==> src/rtl/ps2_scancode_tx.sv <==
// ps2_scancode_tx
// Device-side PS/2 transmitter. Serialises a latched set-2 scan code as an
// 11-bit frame (start, d0..d7, odd parity, stop) on ps2_clk/ps2_data, and
// optionally follows it with the break sequence F0, code, separated by idle
// gaps. Used as a keyboard emulator for loopback testing of a PS/2 receive path.
module ps2_scancode_tx #(
   parameter int CLK_DIV    = 2500,
   parameter int GAP_HALVES = 4,
   parameter int SEND_BREAK = 1
) (
   input  logic       clk,
   input  logic       reset,
   input  logic       start,
   input  logic [7:0] scancode,
   output logic       busy,
   output logic       done,
   output logic       ps2_clk,
   output logic       ps2_data
);

   // Counter is sized for the longest interval it must time (the inter-byte gap).
   localparam int CW = $clog2(CLK_DIV * GAP_HALVES) + 1;
   localparam logic [CW-1:0] HALF_LAST = CW'(CLK_DIV - 1);
   localparam logic [CW-1:0] GAP_LAST  = CW'(CLK_DIV * GAP_HALVES - 1);
   // Index of the final byte of a sequence: code only, or code, F0, code.
   localparam logic [1:0]    LAST_BYTE = (SEND_BREAK != 0) ? 2'd2 : 2'd0;
   localparam logic [3:0]    STOP_BIT  = 4'd10;

   typedef enum logic [2:0] {IDLE, HI, LO, GAP, FIN} state_t;

   state_t          state_reg, state_next;
   logic [CW-1:0]   cnt_reg, cnt_next;
   logic [3:0]      bit_idx_reg, bit_idx_next;
   logic [1:0]      byte_idx_reg, byte_idx_next;
   logic [7:0]      code_reg, code_next;
   logic            ps2_clk_reg, ps2_clk_next;
   logic            ps2_data_reg, ps2_data_next;

   logic [7:0]      cur_byte;
   logic [10:0]     frame_bits;
   logic [3:0]      bit_inc;

   // Byte 1 of a make/break sequence is the F0 prefix; the others are the latched code.
   assign cur_byte   = (byte_idx_reg == 2'd1) ? 8'hF0 : code_reg;
   // frame_bits[i] is the value driven during bit i of the frame.
   assign frame_bits = {1'b1, ~^cur_byte, cur_byte, 1'b0};
   assign bit_inc    = bit_idx_reg + 4'd1;

   assign busy     = (state_reg != IDLE);
   assign done     = (state_reg == FIN);
   assign ps2_clk  = ps2_clk_reg;
   assign ps2_data = ps2_data_reg;

   // State, counters and registered line drivers; reset forces idle lines at once.
   always_ff @(posedge clk or posedge reset) begin
      if (reset) begin
         state_reg    <= IDLE;
         cnt_reg      <= '0;
         bit_idx_reg  <= '0;
         byte_idx_reg <= '0;
         code_reg     <= '0;
         ps2_clk_reg  <= 1'b1;
         ps2_data_reg <= 1'b1;
      end else begin
         state_reg    <= state_next;
         cnt_reg      <= cnt_next;
         bit_idx_reg  <= bit_idx_next;
         byte_idx_reg <= byte_idx_next;
         code_reg     <= code_next;
         ps2_clk_reg  <= ps2_clk_next;
         ps2_data_reg <= ps2_data_next;
      end
   end

   // Next-state logic: half-period sequencing, bit/byte stepping and line values.
   always_comb begin
      state_next    = state_reg;
      cnt_next      = cnt_reg;
      bit_idx_next  = bit_idx_reg;
      byte_idx_next = byte_idx_reg;
      code_next     = code_reg;
      ps2_clk_next  = ps2_clk_reg;
      ps2_data_next = ps2_data_reg;

      case (state_reg)
         IDLE: begin
            ps2_clk_next  = 1'b1;
            ps2_data_next = 1'b1;
            cnt_next      = '0;
            if (start) begin
               code_next     = scancode;
               byte_idx_next = 2'd0;
               bit_idx_next  = 4'd0;
               ps2_data_next = 1'b0;     // start bit
               state_next    = HI;
            end
         end

         HI: begin
            if (cnt_reg == HALF_LAST) begin
               cnt_next     = '0;
               ps2_clk_next = 1'b0;      // receiver samples on this fall
               state_next   = LO;
            end else begin
               cnt_next = cnt_reg + CW'(1);
            end
         end

         LO: begin
            if (cnt_reg == HALF_LAST) begin
               cnt_next     = '0;
               ps2_clk_next = 1'b1;
               if (bit_idx_reg < STOP_BIT) begin
                  // Data only moves while the clock is high.
                  bit_idx_next  = bit_inc;
                  ps2_data_next = frame_bits[bit_inc];
                  state_next    = HI;
               end else begin
                  ps2_data_next = 1'b1;
                  state_next    = (byte_idx_reg == LAST_BYTE) ? FIN : GAP;
               end
            end else begin
               cnt_next = cnt_reg + CW'(1);
            end
         end

         GAP: begin
            if (cnt_reg == GAP_LAST) begin
               cnt_next      = '0;
               byte_idx_next = byte_idx_reg + 2'd1;
               bit_idx_next  = 4'd0;
               ps2_data_next = 1'b0;     // start bit of the next byte
               state_next    = HI;
            end else begin
               cnt_next = cnt_reg + CW'(1);
            end
         end

         FIN: begin
            state_next = IDLE;
         end

         default: begin
            state_next    = IDLE;
            ps2_clk_next  = 1'b1;
            ps2_data_next = 1'b1;
         end
      endcase
   end

endmodule

==> config.mk <==
export PLATFORM = sky130hd
export DESIGN_NAME = ps2_scancode_tx
export DESIGN_NICKNAME = d
export VERILOG_FILES = /design/src/rtl/ps2_scancode_tx.sv
export SDC_FILE = /design/constraint.sdc
export NUM_CORES = 1
export LEC_CHECK = 0
export BUFFER_PORTS_ARGS = -buffer_cell sky130_fd_sc_hd__buf_2
export CAP_MARGIN = 20
export CORE_MARGIN = 2
export CORE_UTILIZATION = 60
export DETAILED_ROUTE_END_ITERATION = 7
export GPL_TIMING_DRIVEN = 0
export PLACE_DENSITY = 0.79
export SYNTH_ARGS = -nofsm -noshare
export SYNTH_HDL_FRONTEND = slang
export SYNTH_SLANG_ARGS = --single-unit
==> constraint.sdc <==
create_clock -name clk -period 4.4 [get_ports clk]
set_clock_uncertainty 0.05 [all_clocks]
set_input_delay 0.22 -clock clk [delete_from_list [all_inputs] [get_ports clk]]
set_output_delay 0.22 -clock clk [all_outputs]
set_load 0.05 [all_outputs]
Word-level counts from Yosys, hierarchy flattened
Cells that the tools add are included.

cells by class
  order comparisons = 2
  add/subtract/negate cells = 3
  bitwise operators = 2
  reduce and logical (&&, ||, !) cells = 15
  muxes and demuxes = 29
  eq/ne operators = 13

operator list
  cell                                                                          count
  15-bit one-hot mux with 3 select lines                                        1
  15-bit two-way mux                                                            2
  3-bit two-way mux                                                             6
  4-bit two-way mux                                                             4
  15-bit by 1-bit adder with 15-bit output, second input constant               1
  15-bit by 12-bit == test with 1-bit output, second input constant             1
  15-bit by 14-bit == test with 1-bit output, second input constant             1
  3-bit one-hot mux with 4 select lines                                         1
  4-bit one-hot mux with 3 select lines                                         1
  2-bit inequality test, second input constant                                  5
  3-bit AND reduction                                                           3
  3-bit nonzero test                                                            3
  8-bit two-way mux                                                             1
  8-bit XNOR reduction                                                          1
  1-bit two-way mux                                                             7
  3-bit by 2-bit == test with 1-bit output, second input constant               2
  2-bit OR reduction                                                            3
  4-bit by 5-bit less-than comparator with 1-bit output, second input constant  1
  5-bit AND reduction                                                           1
  4-bit by 1-bit adder with 4-bit output, second input constant                 1
  1-bit binary-select mux with 4-bit select                                     1
  4-bit less-than comparator, second input constant                             1
  2-bit two-way mux                                                             2
  1-bit one-hot mux with 4 select lines                                         1
  12 further kinds                                                              13

word-level totals
  word-level logic and storage cells = 71
  flip-flop bits (word level) = 34
  output and inout port bits = 4
  input port bits = 11

Depth between registers and ports, before layout
Gate-level depths: netlist of the first run.

  word-level depth = 8
  mapped depth = 8
  gate-level depth less buffers = 7

Worst setup path before layout of the first run
OpenSTA, ideal clock, no wires.

  kind = flip-flop to flip-flop
  from = register state_reg[2]
  to = register ps2_clk_reg (netlist: ps2_clk)
  period minus slack after synthesis = 2.297 ns
  required time = 4.221 ns
  setup time = 0.129 ns
  cell stages (with the launch flop) = 6
  setup slack = 2.103 ns
  arrival = 2.118 ns
  path buffers = 2
  cell sequence = dfrtp_1 > clkbuf_1 > inv_1 > clkbuf_1 > nor3_1 > a2bb2oi_1

between the ends
  word-level cells in the longest chain between the ends = 4
  elaborated cells on any way between the ends = 10
  classes of those cells = eq/ne (6); mux (1); bitwise (1); reduce/logical (2)

ends and longest elaborated chain
  item                            line  source
  from (decl)                     31    state_t state_reg, state_next;
  from (signal assigned)          65    state_reg <= state_next;
  3-bit == test *                 n/a
  named net done                  16    output logic done,
  2-bit OR reduction (no line) *  n/a
  1-bit NOT (no line)             n/a
  3-bit AND reduction (no line)   n/a
  to (signal assigned)            70    ps2_clk_reg <= ps2_clk_next;
  to (decl)                       36    logic ps2_clk_reg, ps2_clk_next;

Mark *: on every way through the listed nets, which the timed path passes. The rest lies on a longest branch.
A chain may end at the register's enable or synchronous reset.

Final worst setup path of the first run
  from = register cnt_reg[6]
  to = register bit_idx_reg[0]

between the ends
  word-level cells in the longest chain between the ends = 3
  elaborated cells on any way between the ends = 5
  classes of those cells = eq/ne (4); reduce/logical (1)

ends and longest elaborated chain
  item                                                                                                             line      source
  from (decl)                                                                                                      32        logic [CW-1:0] cnt_reg, cnt_next;
  from (signal assigned)                                                                                           66        cnt_reg <= cnt_next;
  15-bit by 14-bit == test with 1-bit output / 15-bit by 12-bit == test with 1-bit output (equally long branches)  128, 110
  2-bit inequality test (no line)                                                                                  n/a
  5-bit AND reduction (no line) *                                                                                  n/a
  to (signal assigned)                                                                                             67        bit_idx_reg <= bit_idx_next;
  to (decl)                                                                                                        33        logic [3:0] bit_idx_reg, bit_idx_next;

Mark *: on every way between the ends. The rest lies on a longest branch, timed or not.

==> results_dict.tcl, run 1 <==
set metrics [dict create \
    status "finished clean" \
    cts.clk_slew.worst_paths_ns 0.11 \
    portBuffers 14 \
    die_h_um 62.5 \
    h-tree-depth 2 \
    critPathLaunch "cnt_reg[6]$_DFFE_PP0P_" \
    cts_tree "done" \
    place_inst 278 \
    largest_reg_flops 15 \
    cts_resized 0 \
    leakagePower_nw 1.01 \
    core-area_mm2 0.00331 \
    cp-end-kind "register" \
    wirelength_um 4130 \
    cp_max_fo 5 \
    ant_nets 0 \
    fin_util 0.689 \
    num_vias 1689 \
    grtUsageTotal 0.243 \
    drive_gt1_frac 0.199 \
    tns_ns 0 \
    min_from "scancode[7]" \
    initial_utilization 0.621 \
    cts_root_buf "clkbuf_4" \
    hp-class "primary input to register" \
    critPathBufInv 0 \
    vias_per_cell 5.89 \
    cp.arrival_ns 2.66 \
    seq_area_frac_synth 0.415 \
    critical_path_class "register to register" \
    max_slew.worst_pin.slew_ns 0.602 \
    ir_drop_v 0.000174 \
    place_congestion 0.902 \
    finalHoldViolations 0 \
    crit_family "simple AND/OR/NAND/NOR gates" \
    slowest_delay_ns 0.61 \
    synth_edf_count 0 \
    clk_latency_ns 0.34 \
    diodes 0 \
    overflow 0 \
    dp.final_hpwl_um 3020 \
    critPathLaunchType "register" \
    die_area_mm2 0.00391 \
    cap_viol_max_count 0 \
    netlist_instances 217 \
    wl_per_cell_um 14.4 \
    drv_slew 0 \
    rsz0062_at_grt "no" \
    synth_nets 232 \
    max_freq_mhz 402 \
    holdWs_ns 0.0570 \
    ys_ff_latch 34 \
    postSynthAreaPerCell_um2 9.47 \
    drc_errors 0 \
    finalCritPeriodShare 0.565 \
    rr_startpoint "cnt_reg[6]$_DFFE_PP0P_" \
    crit_slowest_cell "or4b_1" \
    cts_buffers 5 \
    first_iter_violations 141 \
    ys_async_sr_fraction 1.00 \
    clock_sinks 34 \
    power_density_mw_per_mm2 223 \
    drt-pass1-iter-count 4 \
    instances_no_fill 287 \
    row_count 21 \
    period_needed_ns 2.49 \
    critPathRequiredTime_ns 4.57 \
    synth_top_area_frac 0.390 \
    max_slew_margin 0.595 \
    synth_area_mm2 0.00205 \
    crit_chain "or4b_1 > nor4_4 > nor2_1 > nor3_2 > mux2_2" \
    yosysTopAreaCell "dfrtp_1" \
    dieWidth_um 62.5 \
    grt_pass1_wl_um 7600 \
    clk_path_buf_depth 2 \
    ys_types 48 \
    nets 255 \
    first_global_vias 1631 \
    io-pin-count 15 \
    synth_area_leaders "dfrtp_1 39%, mux2_2 6.6%, nand3_1 3.9%" \
    layout_commonest_cell "dfrtp_1" \
    ys_warn_count 0 \
    synth_ff_type "dfrtp_1" \
    antenna_found_initial 0 \
    setup_viol 0 \
    layout_common_cells "32 x dfrtp_1, 19 x inv_1, 16 x nand3_1, 15 x buf_2" \
    fill_cells 282 \
    syn2layout_area_growth_pct 11.0 \
    grt_max_degree 23 \
]
-- per-layer routing --
| layer | routed length (um) | up-vias | global-route usage |
|---|---|---|---|
| li1 | - | 823 | - |
| met1 | 2030 | 814 | 0.353 |
| met2 | 1820 | 45 | 0.364 |
| met3 | 193 | 7 | 0.0468 |
| met4 | 75 | 0 | 0.0861 |
| met5 | 0 | - | 0 |
-- cells in the mapped netlist (2+ instances only) --
| library cell | instances |
|---|---|
| inv_1 | 19 |
| nor4_1 | 5 |
| dfrtp_1 | 32 |
| o31ai_1 | 4 |
| nor3_1 | 2 |
| xor2_1 | 6 |
| nand2b_1 | 5 |
| nor4_4 | 2 |
| nor2_1 | 14 |
| xnor2_1 | 6 |
| nand2_1 | 12 |
| ha_1 | 4 |
| a22o_1 | 3 |
| a2111oi_0 | 2 |
| or4_4 | 2 |
| nand3_1 | 16 |
| dfstp_2 | 2 |
| mux2_2 | 12 |
| o21ai_0 | 10 |
| clkbuf_1 | 6 |
| a31oi_1 | 4 |
| mux2i_1 | 5 |
| a21oi_1 | 14 |
| o21ai_1 | 2 |
| and3_1 | 2 |
| or2_2 | 2 |
| a21o_1 | 3 |
-- power by group --
group          leakage, nW  total (mW)  internal (mW)  switching, mW
Combinational        0.538      0.0138        0.00619        0.00758
Clock               0.0353       0.182         0.0774          0.104
Sequential           0.432       0.312          0.312              0
Total                 1.01       0.508          0.396          0.112
-- cells by family after synthesis --
logic type / share of synthesized area
AND/OR/NAND/NOR: 0.196
flip-flops: 0.415
adder cells (fa/ha/maj): 0.0244
XOR/XNOR: 0.0512
AO/OA/AOI/OAI: 0.170
buffers and inverters: 0.0536
multiplexers: 0.0901
-- worst register-to-register path, stage by stage (launching register included) --
cell and delay, ns:
dfrtp_1 0.44, or4b_1 0.61, nor4_4 0.41, nor2_1 0.17, nor3_2 0.33, mux2_2 0.38
-- metrics by stage --
| step | area [um^2] | power (mW) | setup slack [ns] |
|---|---|---|---|
| global placement | 2180 | 0.329 | 1.98 |
| detailed placement | 2210 | 0.332 | 1.92 |
| CTS | 2280 | 0.510 | 1.90 |
| finish | 2280 | 0.508 | 1.91 |
| floorplan | 2050 | 0.323 | 2.10 |
| global route | 2280 | 0.529 | 1.79 |
-- worst paths after layout --
path	cells past startpoint	slack (ns)	end
setup / recovery	5	1.91	bit_idx_reg[0]$_DFFE_PP0P_
hold / removal	2	0.06	code_reg[7]$_DFFE_PP0P_
max in group asynchronous	4	3.30	ps2_clk$_DFFE_PP1P_
setup reg to reg	5	1.91	bit_idx_reg[0]$_DFFE_PP0P_
hold reg to reg	2	0.42	ps2_clk$_DFFE_PP1P_
min in group asynchronous	3	0.42	code_reg[7]$_DFFE_PP0P_
-- layout make-up --
| type | instances | area, um^2 | area share |
|---|---|---|---|
| plain buffers | 9 | 38.8 | 0.0170 |
| repair buffers | 16 | 108 | 0.0472 |
| multi-input cells | 155 | 1090 | 0.479 |
| inverters | 19 | 71.3 | 0.0313 |
| clock inverters | 1 | 5.00 | 0.00220 |
| flip-flops and latches | 34 | 853 | 0.374 |
| clock buffers | 7 | 55.1 | 0.0241 |
| well taps | 46 | 57.6 | 0.0252 |
-- timing repair --
action | 4_1_cts | 5_1_grt
setup buffers | 0 | 0
hold endpoints to repair | 11 | 0
setup endpoints to repair | 0 | 0
hold buffers | 1 | 0
Note: power is estimated with default switching activity, not from simulation.
==> inputs of run 2 (changes only) <==
--- a/config.mk
+++ b/config.mk
@@ -8,10 +8,10 @@
 export BUFFER_PORTS_ARGS = -buffer_cell sky130_fd_sc_hd__buf_2
 export CAP_MARGIN = 20
 export CORE_MARGIN = 2
-export CORE_UTILIZATION = 60
+export CORE_UTILIZATION = 54
 export DETAILED_ROUTE_END_ITERATION = 7
 export GPL_TIMING_DRIVEN = 0
-export PLACE_DENSITY = 0.79
+export PLACE_DENSITY = 0.76
 export SYNTH_ARGS = -nofsm -noshare
 export SYNTH_HDL_FRONTEND = slang
 export SYNTH_SLANG_ARGS = --single-unit
==> constraint.sdc (replaced) <==
create_clock -name clk -period 2.25 [get_ports clk]
set_clock_uncertainty 0.05 [all_clocks]
set_input_delay 0.1125 -clock clk [delete_from_list [all_inputs] [get_ports clk]]
set_output_delay 0.1125 -clock clk [all_outputs]
set_load 0.05 [all_outputs]
==> run 2 against run 1 <==
Net effect:
- the flow now finishes with violations (setup timing)
- register-to-register slack got worse by 2.0 ns
- sequential cell count unchanged
- wire length increased by 23%
- via count increased by 7.4%
- sequential power increased by 96%
- maximum frequency increased by 6.6%
- sequential share of layout area decreased by 4.2 points
- clock-buffer cell count unchanged
- setup slack got worse by 2.0 ns
- combinational power increased by 99%
- largest cell class unchanged
- largest power group unchanged
==> results_dict.tcl, run 2 (synthesis results as in run 1) <==
set metrics [dict create \
    fill_cells 271 \
    status "finished, violations left" \
    cp-end-kind "register" \
    violations "setup timing" \
    cts_tree "done" \
    vias_per_cell 5.95 \
    rsz0062_at_grt "yes" \
    critical_path_class "register to register" \
    row_count 22 \
    layout_commonest_cell "dfrtp_1" \
    max_freq_mhz 429 \
    drive_gt1_frac 0.335 \
    drt-pass1-iter-count 4 \
    clock_sinks 34 \
    grt_pass1_wl_um 7930 \
    max_slew.worst_pin.slew_ns 0.592 \
    layout_common_cells "31 x dfrtp_1, 18 x inv_1, 16 x buf_4, 15 x nand3_1, 15 x buf_2" \
    crit_slowest_cell "or4_4" \
    grtUsageTotal 0.242 \
    clk_latency_ns 0.29 \
    place_congestion 0.852 \
    fin_area_mm2 0.00257 \
    critPathRequiredTime_ns 2.36 \
    power_mw 1.07 \
    core-area_mm2 0.00366 \
    first_iter_violations 164 \
    min_from "scancode[5]" \
    overflow 0 \
    setup_viol 17 \
    die_h_um 65.7 \
    first_global_vias 1730 \
    dieWidth_um 65.7 \
    finalHoldViolations 0 \
    io-pin-count 15 \
    antenna_found_initial 0 \
    critPathLaunchType "register" \
    grt_max_degree 24 \
    ant_nets 0 \
    holdWs_ns 0.00432 \
    max_slew_margin 0.602 \
    cts_root_buf "clkbuf_8" \
    cp_max_fo 3 \
    crit_chain "or4_4 > nor4_4 > nor2_4 > nor3_4 > mux2_4" \
    rr_startpoint "cnt_reg[4]$_DFFE_PP0P_" \
    cts.clk_slew.worst_paths_ns 0.07 \
    num_vias 1814 \
    h-tree-depth 2 \
    placed_area_mm2 0.00222 \
    finalCritPeriodShare 1.04 \
    dp.final_hpwl_um 3240 \
    syn2layout_area_growth_pct 25.2 \
    portBuffers 14 \
    multiInputGateArea_mm2 0.00122 \
    wirelength_um 5080 \
    slowest_delay_ns 0.61 \
    drc_errors 0 \
    leakagePower_nw 1.12 \
    nets 272 \
    fin_ws_ns -0.0825 \
    diodes 0 \
    power_density_mw_per_mm2 417 \
    period_needed_ns 2.33 \
    critPathLaunch "cnt_reg[4]$_DFFE_PP0P_" \
    cap_viol_max_count 0 \
    cp.arrival_ns 2.45 \
    initial_utilization 0.561 \
    clk_path_buf_depth 2 \
    layout.area.seq_um2 855 \
    tns_ns -0.592 \
    drv_slew 0 \
    fin_util 0.702 \
    ir_drop_v 0.000349 \
    wl_per_cell_um 16.6 \
    largest_reg_flops 15 \
    die_area_mm2 0.00431 \
    hp-class "primary input to register" \
    cts_buffers 5 \
]
run 2: cell count changes in the layout (fill, tap and decap cells not counted), moves of 4 or more:
cell / before / now
a21oi_2: 1 / 10
clkbuf_4: 5 / 0
buf_4: 1 / 16
a21oi_1: 14 / 4
clkbuf_8: 1 / 5
run 2: report_power, final:
group / switching [mW] / internal (mW) / total [mW]
Sequential: 0 / 0.611 / 0.611
Clock: 0.219 / 0.213 / 0.432
Combinational: 0.0154 / 0.0121 / 0.0275
Total: 0.234 / 0.836 / 1.07
run 2: final timing paths:
kind | to | slack, ns | depth (start not counted)
worst max register to register | bit_idx_reg[1]$_DFFE_PP0P_ | -0.08 | 5
worst max-delay path | bit_idx_reg[1]$_DFFE_PP0P_ | -0.08 | 5
worst min-delay path | code_reg[5]$_DFFE_PP0P_ | 0.004 | 2
max in group asynchronous | ps2_clk$_DFFE_PP1P_ | 1.18 | 4
worst min register to register | ps2_clk$_DFFE_PP1P_ | 0.43 | 2
min in group asynchronous | code_reg[7]$_DFFE_PP0P_ | 0.37 | 3
run 2: critical path: cells and delay by family, from the launching register on:
family / cells / cell delay, ns
multiplexers: 1 / 0.33
AND/OR/NAND/NOR: 4 / 1.40
flip-flops: 1 / 0.42
run 2: repair_timing:
item / in CTS / in global routing
resized for setup: 10 / 29
hold endpoints to repair: 10 / 0
setup buffers: 6 / 10
pin swaps: 3 / 12
setup endpoints to repair: 32 / 32
gates cloned: 1 / 1
hold buffers: 1 / 0
run 2: metrics by stage:
step	cells	setup slack, ns
final	305	-0.0825
after global routing	305	-0.152
after CTS	294	-0.0324
after detailed placement	280	-0.225
after global placement	279	-0.181
after floorplan	217	0.00884
run 2: final cells by class:
| type | count | share of cell area |
|---|---|---|
| inverter | 19 | 0.0277 |
| tap | 48 | 0.0234 |
| sequential | 34 | 0.332 |
| timing repair buffer | 34 | 0.0949 |
| clock buffer | 7 | 0.0297 |
| multi-input combinational | 155 | 0.474 |
| buffer | 8 | 0.0180 |
run 2: routing by layer:
layer | GRT usage | wire length (um) | vias up
met3 | 0.0360 | 232 | 9
met4 | 0.0859 | 90 | 0
met1 | 0.320 | 2290 | 887
li1 | - | - | 861
met5 | 0 | 0 | -
met2 | 0.402 | 2460 | 57
==> inputs of run 3 (changes only) <==
--- a/config.mk
+++ b/config.mk
@@ -12,6 +12,7 @@
 export DETAILED_ROUTE_END_ITERATION = 7
 export GPL_TIMING_DRIVEN = 0
 export PLACE_DENSITY = 0.76
+export SKIP_LAST_GASP = 1
 export SYNTH_ARGS = -nofsm -noshare
 export SYNTH_HDL_FRONTEND = slang
 export SYNTH_SLANG_ARGS = --single-unit
==> run 3 against run 2 <==
Net effect:
- the flow still finishes with violations (setup timing)
- first-iteration DRC count increased by 26%
- combinational power about the same
- clock power decreased by 1%
- global-route usage unchanged
- power decreased by 0.46%
- final cell count unchanged
- setup slack improved by 0.0093 ns
- maximum frequency increased by 0.40%
- via count decreased by 0.28%
- critical endpoint unchanged
==> results_dict.tcl, run 3 (synthesis results as in run 1) <==
set metrics [dict create \
    status "finished, violations left" \
    violations "setup timing" \
    vias_per_cell 5.93 \
    dieWidth_um 65.7 \
    drv_slew 0 \
    fin_util 0.698 \
    r2r_setup_slack_ns -0.07 \
    period_needed_ns 2.32 \
    grtUsageTotal 0.242 \
    largest_reg_flops 15 \
    max_slew_margin 0.597 \
    finalHoldViolations 0 \
    use_met2 0.402 \
    cts.clk_slew.worst_paths_ns 0.07 \
    die_h_um 65.7 \
    portBuffers 14 \
    io-pin-count 15 \
    max_freq_mhz 430 \
    fill_cells 270 \
    leakagePower_nw 1.12 \
    num_vias 1809 \
    gr-usage-met1 0.320 \
    first_global_vias 1730 \
    initial_utilization 0.561 \
    hp-class "primary input to register" \
    overflow 0 \
    grt_pass1_wl_um 7930 \
    power_mw 1.07 \
    wl_per_cell_um 16.5 \
    cp-end-kind "register" \
    layout_common_cells "31 x dfrtp_1, 18 x inv_1, 16 x buf_4, 15 x nand3_1, 15 x buf_2" \
    row_count 22 \
    core-area_mm2 0.00366 \
    cp_max_fo 3 \
    diodes 0 \
    wirelength_um 5030 \
    clock_sinks 34 \
    use_met3 0.0360 \
    setup_viol 17 \
    h-tree-depth 2 \
    max_slew.worst_pin.slew_ns 0.600 \
    drive_gt1_frac 0.323 \
    cap_viol_max_count 0 \
    rsz0062_at_grt "yes" \
    cts_buffers 5 \
    finalCritPeriodShare 1.03 \
    power_density_mw_per_mm2 417 \
    fin_ws_ns -0.0732 \
    cts_root_buf "clkbuf_8" \
    cts_tree "done" \
    critPathLaunchType "register" \
    syn2layout_area_growth_pct 24.4 \
    ir_drop_v 0.000349 \
    drt-pass1-iter-count 4 \
    clk_path_buf_depth 2 \
    drc_errors 0 \
    antenna_found_initial 0 \
    cp.arrival_ns 2.44 \
    top_usage_layer "met2" \
    grt_max_degree 24 \
    dp.final_hpwl_um 3240 \
    critPathRequiredTime_ns 2.37 \
    critical_path_class "register to register" \
    layout_commonest_cell "dfrtp_1" \
    ant_nets 0 \
    clk_latency_ns 0.29 \
    place_congestion 0.852 \
    nets 272 \
    die_area_mm2 0.00431 \
    first_iter_violations 207 \
]
## run 3: power by group
part | internal (mW) | total (mW) | switching [mW] | leakage, nW
clock network | 0.213 | 0.427 | 0.214 | 0.0383
logic | 0.0121 | 0.0274 | 0.0153 | 0.648
registers | 0.611 | 0.611 | 0 | 0.431
## run 3: final timing paths
check	from	endpoint	depth (start not counted)
setup / recovery	cnt_reg[4]$_DFFE_PP0P_	bit_idx_reg[1]$_DFFE_PP0P_	5
hold / removal	scancode[7]	code_reg[7]$_DFFE_PP0P_	2
setup reg to reg	cnt_reg[4]$_DFFE_PP0P_	bit_idx_reg[1]$_DFFE_PP0P_	5
hold reg to reg	ps2_clk$_DFFE_PP1P_	ps2_clk$_DFFE_PP1P_	2
max in group asynchronous	reset	ps2_clk$_DFFE_PP1P_	4
min in group asynchronous	reset	code_reg[7]$_DFFE_PP0P_	3
## run 3: critical path: stages (launching register included)
cell and delay [ns]:
dfrtp_1 0.41, or4_4 0.60, nor4_4 0.39, nor2_4 0.10, nor3_4 0.30, mux2_4 0.33
## run 3: what timing repair did
action | CTS | global route
hold buffers | 1 | 0
setup buffers | 6 | 10
cloned | 1 | 1
resized for setup | 10 | 25
hold endpoints to repair | 10 | 0
pin swaps | 3 | 12
setup endpoints to repair | 32 | 32
## run 3: per-layer routing
layer | wire, um | up-vias
met5 | 0 | -
met4 | 109 | 0
met3 | 215 | 11
met2 | 2450 | 51
met1 | 2260 | 886
li1 | - | 861
## run 3: through the flow
stage / TNS (ns) / area (um^2) / instances / setup WS (ns) / hold WS, ns
after global placement: -2.34 / 2190 / 279 / -0.181 / 0.293
after floorplan: 0 / 2060 / 217 / 0.00884 / 0.203
after global routing: -2.15 / 2550 / 305 / -0.152 / 0.0101
final: -0.550 / 2550 / 305 / -0.0732 / 0.00635
after CTS: -0.0767 / 2380 / 294 / -0.0324 / 0.00159
after detailed placement: -2.88 / 2220 / 280 / -0.225 / 0.153
## run 3: cell type report
class	instances	area, um^2	area share
inverter	19	71.3	0.0279
clock buffer	7	76.3	0.0299
buffer	8	46.3	0.0181
tap	48	60.1	0.0235
multi-input combinational	155	1200	0.471
timing repair buffer	34	244	0.0955
sequential	34	855	0.334
